`src/rtl/instruction_fetch_unit_if.sv`:
```
// instruction_fetch_unit_if: program memory port, redirect and decode handshake bundle
interface instruction_fetch_unit_if #(parameter int ADDR_W = 16);
  logic [ADDR_W-1:0] mem_addr;
  logic              mem_rd;
  logic [7:0]        mem_data;
  logic              redirect;
  logic [ADDR_W-1:0] redirect_pc;
  logic              instr_valid;
  logic              instr_ready;
  logic [7:0]        instr_opcode;
  logic [2:0]        instr_optype;
  logic [7:0]        instr_op1;
  logic [7:0]        instr_op2;
  logic [7:0]        instr_op3;
  logic [2:0]        instr_len;
  logic [ADDR_W-1:0] instr_pc;
  modport master (
    output mem_addr, mem_rd, instr_valid, instr_opcode, instr_optype,
           instr_op1, instr_op2, instr_op3, instr_len, instr_pc,
    input  mem_data, redirect, redirect_pc, instr_ready
  );
  modport slave (
    input  mem_addr, mem_rd, instr_valid, instr_opcode, instr_optype,
           instr_op1, instr_op2, instr_op3, instr_len, instr_pc,
    output mem_data, redirect, redirect_pc, instr_ready
  );
endinterface

```
`src/rtl/instruction_fetch_unit.sv`:
```
// instruction_fetch_unit: byte-serial variable-length instruction fetch and assembly
module instruction_fetch_unit #(
  parameter int                ADDR_W   = 16,
  parameter logic [ADDR_W-1:0] RESET_PC = '0
) (
  input logic                      clk,
  input logic                      rst,
  instruction_fetch_unit_if.master bus
);
  typedef enum logic [1:0] {REQ, CAP, OUT} state_t;
  localparam logic [ADDR_W-1:0] ONE = {{(ADDR_W-1){1'b0}}, 1'b1};
  state_t            state_q, state_d;
  logic [2:0]        idx_q, idx_d;
  logic [1:0]        nops_q, nops_d;
  logic [ADDR_W-1:0] pc_q, pc_d, addr_q, addr_d, ipc_q, ipc_d;
  logic [7:0]        opcode_q, opcode_d, op1_q, op1_d, op2_q, op2_d, op3_q, op3_d;
  logic [2:0]        optype_q, optype_d, len_q, len_d;
  logic              last_byte;
  // idx 0 = opcode, 1 = header, 2.. = operands; header with nops=0 ends the instruction
  assign last_byte = (idx_q == 3'd0) ? 1'b0 :
                     (idx_q == 3'd1) ? (bus.mem_data[4:3] == 2'd0) :
                     (idx_q == {1'b0, nops_q} + 3'd1);
  always_ff @(posedge clk) begin
    if (rst) begin
      state_q  <= REQ;
      idx_q    <= '0;
      nops_q   <= '0;
      pc_q     <= RESET_PC;
      addr_q   <= RESET_PC;
      ipc_q    <= '0;
      opcode_q <= '0;
      optype_q <= '0;
      op1_q    <= '0;
      op2_q    <= '0;
      op3_q    <= '0;
      len_q    <= '0;
    end else begin
      state_q  <= state_d;
      idx_q    <= idx_d;
      nops_q   <= nops_d;
      pc_q     <= pc_d;
      addr_q   <= addr_d;
      ipc_q    <= ipc_d;
      opcode_q <= opcode_d;
      optype_q <= optype_d;
      op1_q    <= op1_d;
      op2_q    <= op2_d;
      op3_q    <= op3_d;
      len_q    <= len_d;
    end
  end
  always_comb begin
    state_d = state_q;
    if (bus.redirect) state_d = REQ;
    else case (state_q)
      REQ:     state_d = CAP;
      CAP:     state_d = last_byte ? OUT : REQ;
      OUT:     state_d = bus.instr_ready ? REQ : OUT;
      default: state_d = REQ;
    endcase
  end
  always_comb begin
    idx_d    = idx_q;
    nops_d   = nops_q;
    pc_d     = pc_q;
    addr_d   = addr_q;
    ipc_d    = ipc_q;
    opcode_d = opcode_q;
    optype_d = optype_q;
    op1_d    = op1_q;
    op2_d    = op2_q;
    op3_d    = op3_q;
    len_d    = len_q;
    if (state_q == REQ) begin
      pc_d   = pc_q + ONE;
      addr_d = pc_q;
      if (idx_q == 3'd0) begin
        ipc_d = pc_q;
        op1_d = '0;
        op2_d = '0;
        op3_d = '0;
      end
    end
    if (state_q == CAP) begin
      idx_d = last_byte ? 3'd0 : idx_q + 3'd1;
      case (idx_q)
        3'd0: opcode_d = bus.mem_data;
        3'd1: begin
          optype_d = bus.mem_data[2:0];
          nops_d   = bus.mem_data[4:3];
          len_d    = {1'b0, bus.mem_data[4:3]} + 3'd2;
        end
        3'd2:    op1_d = bus.mem_data;
        3'd3:    op2_d = bus.mem_data;
        default: op3_d = bus.mem_data;
      endcase
    end
    // a redirect abandons any partial instruction; the in-flight read is never captured
    if (bus.redirect) begin
      pc_d  = bus.redirect_pc;
      idx_d = '0;
    end
  end
  always_comb begin
    bus.mem_rd       = (state_q == REQ) && !rst;
    bus.mem_addr     = (state_q == REQ) ? pc_q : addr_q;
    bus.instr_valid  = state_q == OUT;
    bus.instr_opcode = opcode_q;
    bus.instr_optype = optype_q;
    bus.instr_op1    = op1_q;
    bus.instr_op2    = op2_q;
    bus.instr_op3    = op3_q;
    bus.instr_len    = len_q;
    bus.instr_pc     = ipc_q;
  end
endmodule
```
`src/flat_wrapper.sv`:
```
// flat-port wrapper written by rule: the top's interface ports become plain ports
module instruction_fetch_unit_flat 
#(
  parameter int                ADDR_W   = 16,
  parameter logic [ADDR_W-1:0] RESET_PC = '0
)
  (clk, rst, bus_mem_addr, bus_mem_rd, bus_instr_valid, bus_instr_opcode, bus_instr_optype, bus_instr_op1, bus_instr_op2, bus_instr_op3, bus_instr_len, bus_instr_pc, bus_mem_data, bus_redirect, bus_redirect_pc, bus_instr_ready);
  instruction_fetch_unit_if #(.ADDR_W(ADDR_W)) bus_i ();
  input logic clk;
  input logic rst;
  output wire logic [$bits(bus_i.mem_addr)-1:0] bus_mem_addr;
  output wire logic [$bits(bus_i.mem_rd)-1:0] bus_mem_rd;
  output wire logic [$bits(bus_i.instr_valid)-1:0] bus_instr_valid;
  output wire logic [$bits(bus_i.instr_opcode)-1:0] bus_instr_opcode;
  output wire logic [$bits(bus_i.instr_optype)-1:0] bus_instr_optype;
  output wire logic [$bits(bus_i.instr_op1)-1:0] bus_instr_op1;
  output wire logic [$bits(bus_i.instr_op2)-1:0] bus_instr_op2;
  output wire logic [$bits(bus_i.instr_op3)-1:0] bus_instr_op3;
  output wire logic [$bits(bus_i.instr_len)-1:0] bus_instr_len;
  output wire logic [$bits(bus_i.instr_pc)-1:0] bus_instr_pc;
  input wire logic [$bits(bus_i.mem_data)-1:0] bus_mem_data;
  input wire logic [$bits(bus_i.redirect)-1:0] bus_redirect;
  input wire logic [$bits(bus_i.redirect_pc)-1:0] bus_redirect_pc;
  input wire logic [$bits(bus_i.instr_ready)-1:0] bus_instr_ready;
  assign bus_mem_addr = bus_i.mem_addr;
  assign bus_mem_rd = bus_i.mem_rd;
  assign bus_instr_valid = bus_i.instr_valid;
  assign bus_instr_opcode = bus_i.instr_opcode;
  assign bus_instr_optype = bus_i.instr_optype;
  assign bus_instr_op1 = bus_i.instr_op1;
  assign bus_instr_op2 = bus_i.instr_op2;
  assign bus_instr_op3 = bus_i.instr_op3;
  assign bus_instr_len = bus_i.instr_len;
  assign bus_instr_pc = bus_i.instr_pc;
  assign bus_i.mem_data = bus_mem_data;
  assign bus_i.redirect = bus_redirect;
  assign bus_i.redirect_pc = bus_redirect_pc;
  assign bus_i.instr_ready = bus_instr_ready;
  instruction_fetch_unit #(.ADDR_W(ADDR_W), .RESET_PC(RESET_PC)) u_core (.clk(clk), .rst(rst), .bus(bus_i));
endmodule
```
`config.mk`:
```
export PLATFORM = sky130hd
export DESIGN_NAME = instruction_fetch_unit_flat
export DESIGN_NICKNAME = d
export VERILOG_FILES = /design/src/rtl/instruction_fetch_unit_if.sv /design/src/rtl/instruction_fetch_unit.sv /design/src/flat_wrapper.sv
export SDC_FILE = /design/constraint.sdc
export NUM_CORES = 1
export LEC_CHECK = 0
export BUFFER_PORTS_ARGS = -buffer_cell sky130_fd_sc_hd__buf_2
export CAP_MARGIN = 20
export CORE_UTILIZATION = 50
export CTS_CLUSTER_DIAMETER = 30
export CTS_CLUSTER_SIZE = 12
export DETAILED_ROUTE_END_ITERATION = 10
export GPL_ROUTABILITY_DRIVEN = 0
export GPL_TIMING_DRIVEN = 0
export PLACE_DENSITY = 0.77
export SLEW_MARGIN = 5
export SYNTH_ARGS = -nofsm -noshare
export SYNTH_HDL_FRONTEND = slang
export SYNTH_SLANG_ARGS = --single-unit
```
`constraint.sdc`:
```
create_clock -name clk -period 4.2 [get_ports clk]
set_clock_uncertainty 0.05 [all_clocks]
set_input_delay 0.42 -clock clk [delete_from_list [all_inputs] [get_ports clk]]
set_output_delay 0.42 -clock clk [all_outputs]
set_load 0.02 [all_outputs]
```
# Word level (Yosys, flattened, before mapping)
# Index checks and enable logic that the tools add are counted.
[op_classes]
addsub = 4
eq_ne = 6
n_mux = 21
n_reduce_logical = 11
[ops]
columns = ["operator", "count"]
rows = [
  ["2-to-1 mux 8 bit", 12],
  ["2-to-1 mux 16 bit", 3],
  ["adder 16 x 1 -> 16 bit, second input constant", 1],
  ["== test 3 x 2 -> 1 bit, second input constant", 2],
  ["case mux 2 bit (3 select lines)", 1],
  ["AND reduction 2 bit", 3],
  ["zero test 2 bit", 2],
  ["2-to-1 mux 2 bit", 2],
  ["OR reduction 4 bit", 1],
  ["adder 2 x 1 -> 3 bit, second input constant", 1],
  ["adder 2 x 2 -> 3 bit, second input constant", 1],
  ["adder 3 x 1 -> 3 bit, second input constant", 1],
  ["== test 3 x 1 -> 1 bit, second input constant", 1],
  ["== test 3 bit", 1],
  ["zero test 3 bit", 1],
  ["2-to-1 mux 3 bit", 1],
  ["== test 2 x 1 -> 1 bit, second input constant", 1],
  ["== test 2 bit, second input constant", 1],
  ["2-to-1 mux 1 bit", 2],
  ["nonzero test 2 bit", 1],
  ["OR reduction 2 bit", 1],
  ["logical AND 1 bit", 1],
  ["zero test 1 bit", 1],
]
[totals]
regBits = 93
output_inout_bits = 72

# Longest topological paths before layout
[logic_depth]
depth_word = 6
mapped_depth = 8
depth_no_buf = 6

# Least setup slack after synthesis
# Ideal clock, no wire load.
[synth_timing]
path_kind = "register to output"
from = "register u_core.state_q[1]"
to = "output port bus_mem_addr[14]"
t_arrival_ns = 1.476
setup_slack_ns = 2.254
stages_incl_launch_ff = 6
n_path_buf = 3
cell_sequence = "dfxtp_1 buf_6 or2_1 buf_6 clkbuf_1 o21ai_0"
[synth_between]
elab_chain_cells = 2
[synth_rtl]
columns = ["element", "line", "rtl"]
rows = [
  ["start, declared", "instruction_fetch_unit.sv:12", "state_t state_q, state_d;"],
  ["start signal, assigned", "instruction_fetch_unit.sv:38", "state_q <= state_d;"],
  ["zero test 2 bit", "instruction_fetch_unit.sv:106", "bus.mem_addr = (state_q == REQ) ? pc_q : addr_q;"],
  ["2-to-1 mux 16 bit", "instruction_fetch_unit.sv:106", ""],
  ["end, declared", "flat_wrapper.sv:11", "output wire logic [$bits(bus_i.mem_addr)-1:0] bus_mem_addr;"],
]
# No other way between the ends.

# Worst setup path in the final report
[layout_timing]
from = "register u_core.state_q[0]"
to = "output port bus_mem_addr[10]"
# The elaborated chain is that of the path after synthesis.

==> flow_summary.json <==
{
  "grt_pass1_wl_mm": 15.8,
  "num_vias": 3567,
  "power.density_mw_per_mm2": 387,
  "synth_warnings": 0,
  "avgSynthCellArea_um2": 8.20,
  "antennaDiodeCount": 0,
  "drtIter0Drc": 228,
  "path_clk_slew_ns": 0.10,
  "synth_top_area_cell": "dfxtp_1",
  "crit_path_top_delay_cell": "nor2_1",
  "dieArea_mm2": 0.00780,
  "relSlewSlack_pct": 30.7,
  "grt_max_degree": 17,
  "grt_setup_unrepaired": "no",
  "worstPathCellList": "buf_2 > nor2_1 > clkbuf_1 > nand2_1 > nand2_1 > buf_2",
  "period_minus_slack_ns": 2.68,
  "crit_arrival_ns": 2.21,
  "dp_hpwl_mm": 7.12,
  "drt_wl_total_mm": 9.99,
  "fin_tns_setup_ns": 0,
  "fillers": 711,
  "status": "finished clean",
  "crit_type": "reg -> out",
  "synth_top_area_share_pct": 48.9,
  "root_buffer": "clkbuf_8",
  "grt_pass1_vias": 3285,
  "cts_resized": 0,
  "syn_area_mm2": 0.00372,
  "drc": 0,
  "cp_slowest_stage_delay_ns": 0.57,
  "rows": 31,
  "synth_area_leaders": "dfxtp_1 49%, nand2_1 11%, a21oi_1 6.9%, nor2_1 3.9%, a22oi_1 3.2%",
  "drt-pass1-iter-count": 7,
  "die_x_um": 88.3,
  "postCtsHoldBufs": 0,
  "whs_ns": 0.251,
  "synth_cells": 454,
  "p_leak_nw": 1.99,
  "required_ns": 3.73,
  "synth_top_flop_cell": "dfxtp_1",
  "cts_tree": "done",
  "clock_sinks": 91,
  "preCtsSetupSlack_ns": 1.74,
  "hp-class": "in -> reg",
  "yosysMostFrequentCell": "nand2_1",
  "routedWlPerCell_um": 15.0,
  "drive_gt1_share_pct": 21.7,
  "htreeDepth": 3,
  "endpoint_kind": "output pin",
  "vias_per_cell": 5.35,
  "hold_violations": 0,
  "ys_types": 38,
  "synth_edf_count": 0,
  "layout_setup_ws_ns": 1.52,
  "detail-route-antenna-nets": 0,
  "synthTopCellsByCount": "111 x nand2_1, 91 x dfxtp_1, 51 x a21oi_1",
  "tightestPinTransition_ns": 1.04,
  "crit_fanout": 10,
  "core_mm2": 0.00721,
  "slew_viol_final": 0,
  "timing.critical_path.buf_inv": 3,
  "ir_worst_vdd_mv": 0.252,
  "port_buffers": 98,
  "die_h_um": 88.3,
  "setup_viol": 0,
  "antenna_found_initial": 0,
  "grt_usage_pct": 27.1,
  "crit_family": "simple AND/OR/NAND/NOR gates",
  "start_util_pct": 51.6,
  "max_cap_violations": 0,
  "fmax_mhz": 373,
  "io_pins": 100,
  "synthArstFlopShare_pct": 0,
  "overflow": 0,
  "syn_nets": 489,
  "start_kind": "flop",
  "period_share_pct": 63.9,
  "cts_buffers": 9,
  "nNetsFinal": 598,
  "area_delta_synth_final_pct": 22.1,
  "synth_seq_area_share_pct": 48.9,
  "synth-seq-cells": 91,
  "post_cts_buffers": 0,
  "clock_path_buffers": 2,
  "clk_latency_ns": 0.37
}
## layer usage
layer  part of all wire, %  global-route usage, %  routed length (um)  up-vias
met3                   8.4                   6.62                 836       16
li1                      -                      -                   -     1755
met2                    47                   45.2                4680      169
met4                   1.8                   10.1                 180        0
met5                     0                      0                   0        -
met1                    43                   34.0                4290     1627
## per-stage QoR
| step | instance area (um^2) | total power, mW | utilization (%) | cells |
|---|---|---|---|---|
| final | 4550 | 1.76 | 63.0 | 667 |
| after global routing | 4550 | 1.83 | 63.0 | 667 |
| after CTS | 4550 | 1.77 | 63.0 | 667 |
| after detailed placement | 4340 | 1.15 | 60.1 | 651 |
| after global placement | 4340 | 1.15 | 60.1 | 651 |
| after floorplan | 3720 | 1.07 | - | 454 |
## state kept, by name (all words and copies together), names as in the netlist, 2 cells and up
register,count
u_core.addr_q,16
u_core.idx_q,3
u_core.nops_q,2
u_core.bus.instr_op3,8
u_core.bus.instr_optype,3
u_core.bus.instr_op1,8
u_core.bus.instr_op2,8
u_core.bus.instr_pc,16
u_core.pc_q,16
u_core.bus.instr_opcode,8
u_core.state_q,2
## area by class of cell
class,count,area (um^2),area share (%)
Multi-Input combinational cell,322,1730,38.0
Tap cell,99,124,2.72
Timing Repair Buffer,98,490,10.8
Buffer,31,136,3.00
Clock inverter,6,71.3,1.57
Inverter,10,37.5,0.826
Sequential cell,91,1820,40.1
Clock buffer,10,138,3.03
## report_power, final
| part | total [mW] | internal (mW) | switching (mW) |
|---|---|---|---|
| sequential | 0.921 | 0.895 | 0.0255 |
| combinational | 0.213 | 0.0695 | 0.144 |
| clock | 0.625 | 0.296 | 0.329 |
## final timing paths
path	start	endpoint	slack [ns]	cells after the start
worst max-delay path	u_core.state_q[0]$_SDFF_PP0_	bus_mem_addr[10]	1.52	6
worst min-delay path	bus_redirect_pc[2]	u_core.pc_q[2]$_SDFFE_PP0P_	0.25	3
worst max register to register	u_core.idx_q[0]$_SDFFE_PP0P_	u_core.bus.instr_op2[1]$_SDFF_PP0_	1.85	6
worst min register to register	u_core.bus.instr_opcode[3]$_SDFFE_PP0P_	u_core.bus.instr_opcode[3]$_SDFFE_PP0P_	0.41	2
## cells in the final DEF (no fill, tap or decap), drive strengths merged, types with 3 or more instances in the layout
cell    synthesis  layout
and3            4       4
mux2i           5       5
nand2         111     111
or3             3       3
xor2            3       3
a22oi          16      16
dfxtp          91      91
o31a            3       3
a21oi          51      51
nor3            6       6
ha              7       7
inv            10      12
nand3          13      13
nor4            6       6
a311oi          3       3
clkbuf         27      37
nor2           39      39
nor2b           7       7
o22ai           3       3
buf             4     102
o21ai           5       5
a211oi          9       9
nand4           3       3
xnor2          12      12
## tightest hold or removal path: cells and delay by family
family	cells	cell delay, ns
and+or+nand+nor	1	0.05
AOI/OAI and AO/OA	1	0.06
buffers and inverters	1	0.10
## logic make-up (layout without fill, tap and decap cells)
kind of cell	count (synthesis)	count (layout)	synth area share, %
AO/OA/AOI/OAI	94	94	15.4
flip-flops	91	91	48.9
XOR/XNOR	15	15	3.53
multiplexers	5	5	1.34
AND/OR/NAND/NOR	201	201	23.8
adder cells (fa/ha/maj)	7	7	2.35
buffers and inverters	41	155	4.67
Power figures use the tool's default switching activity.
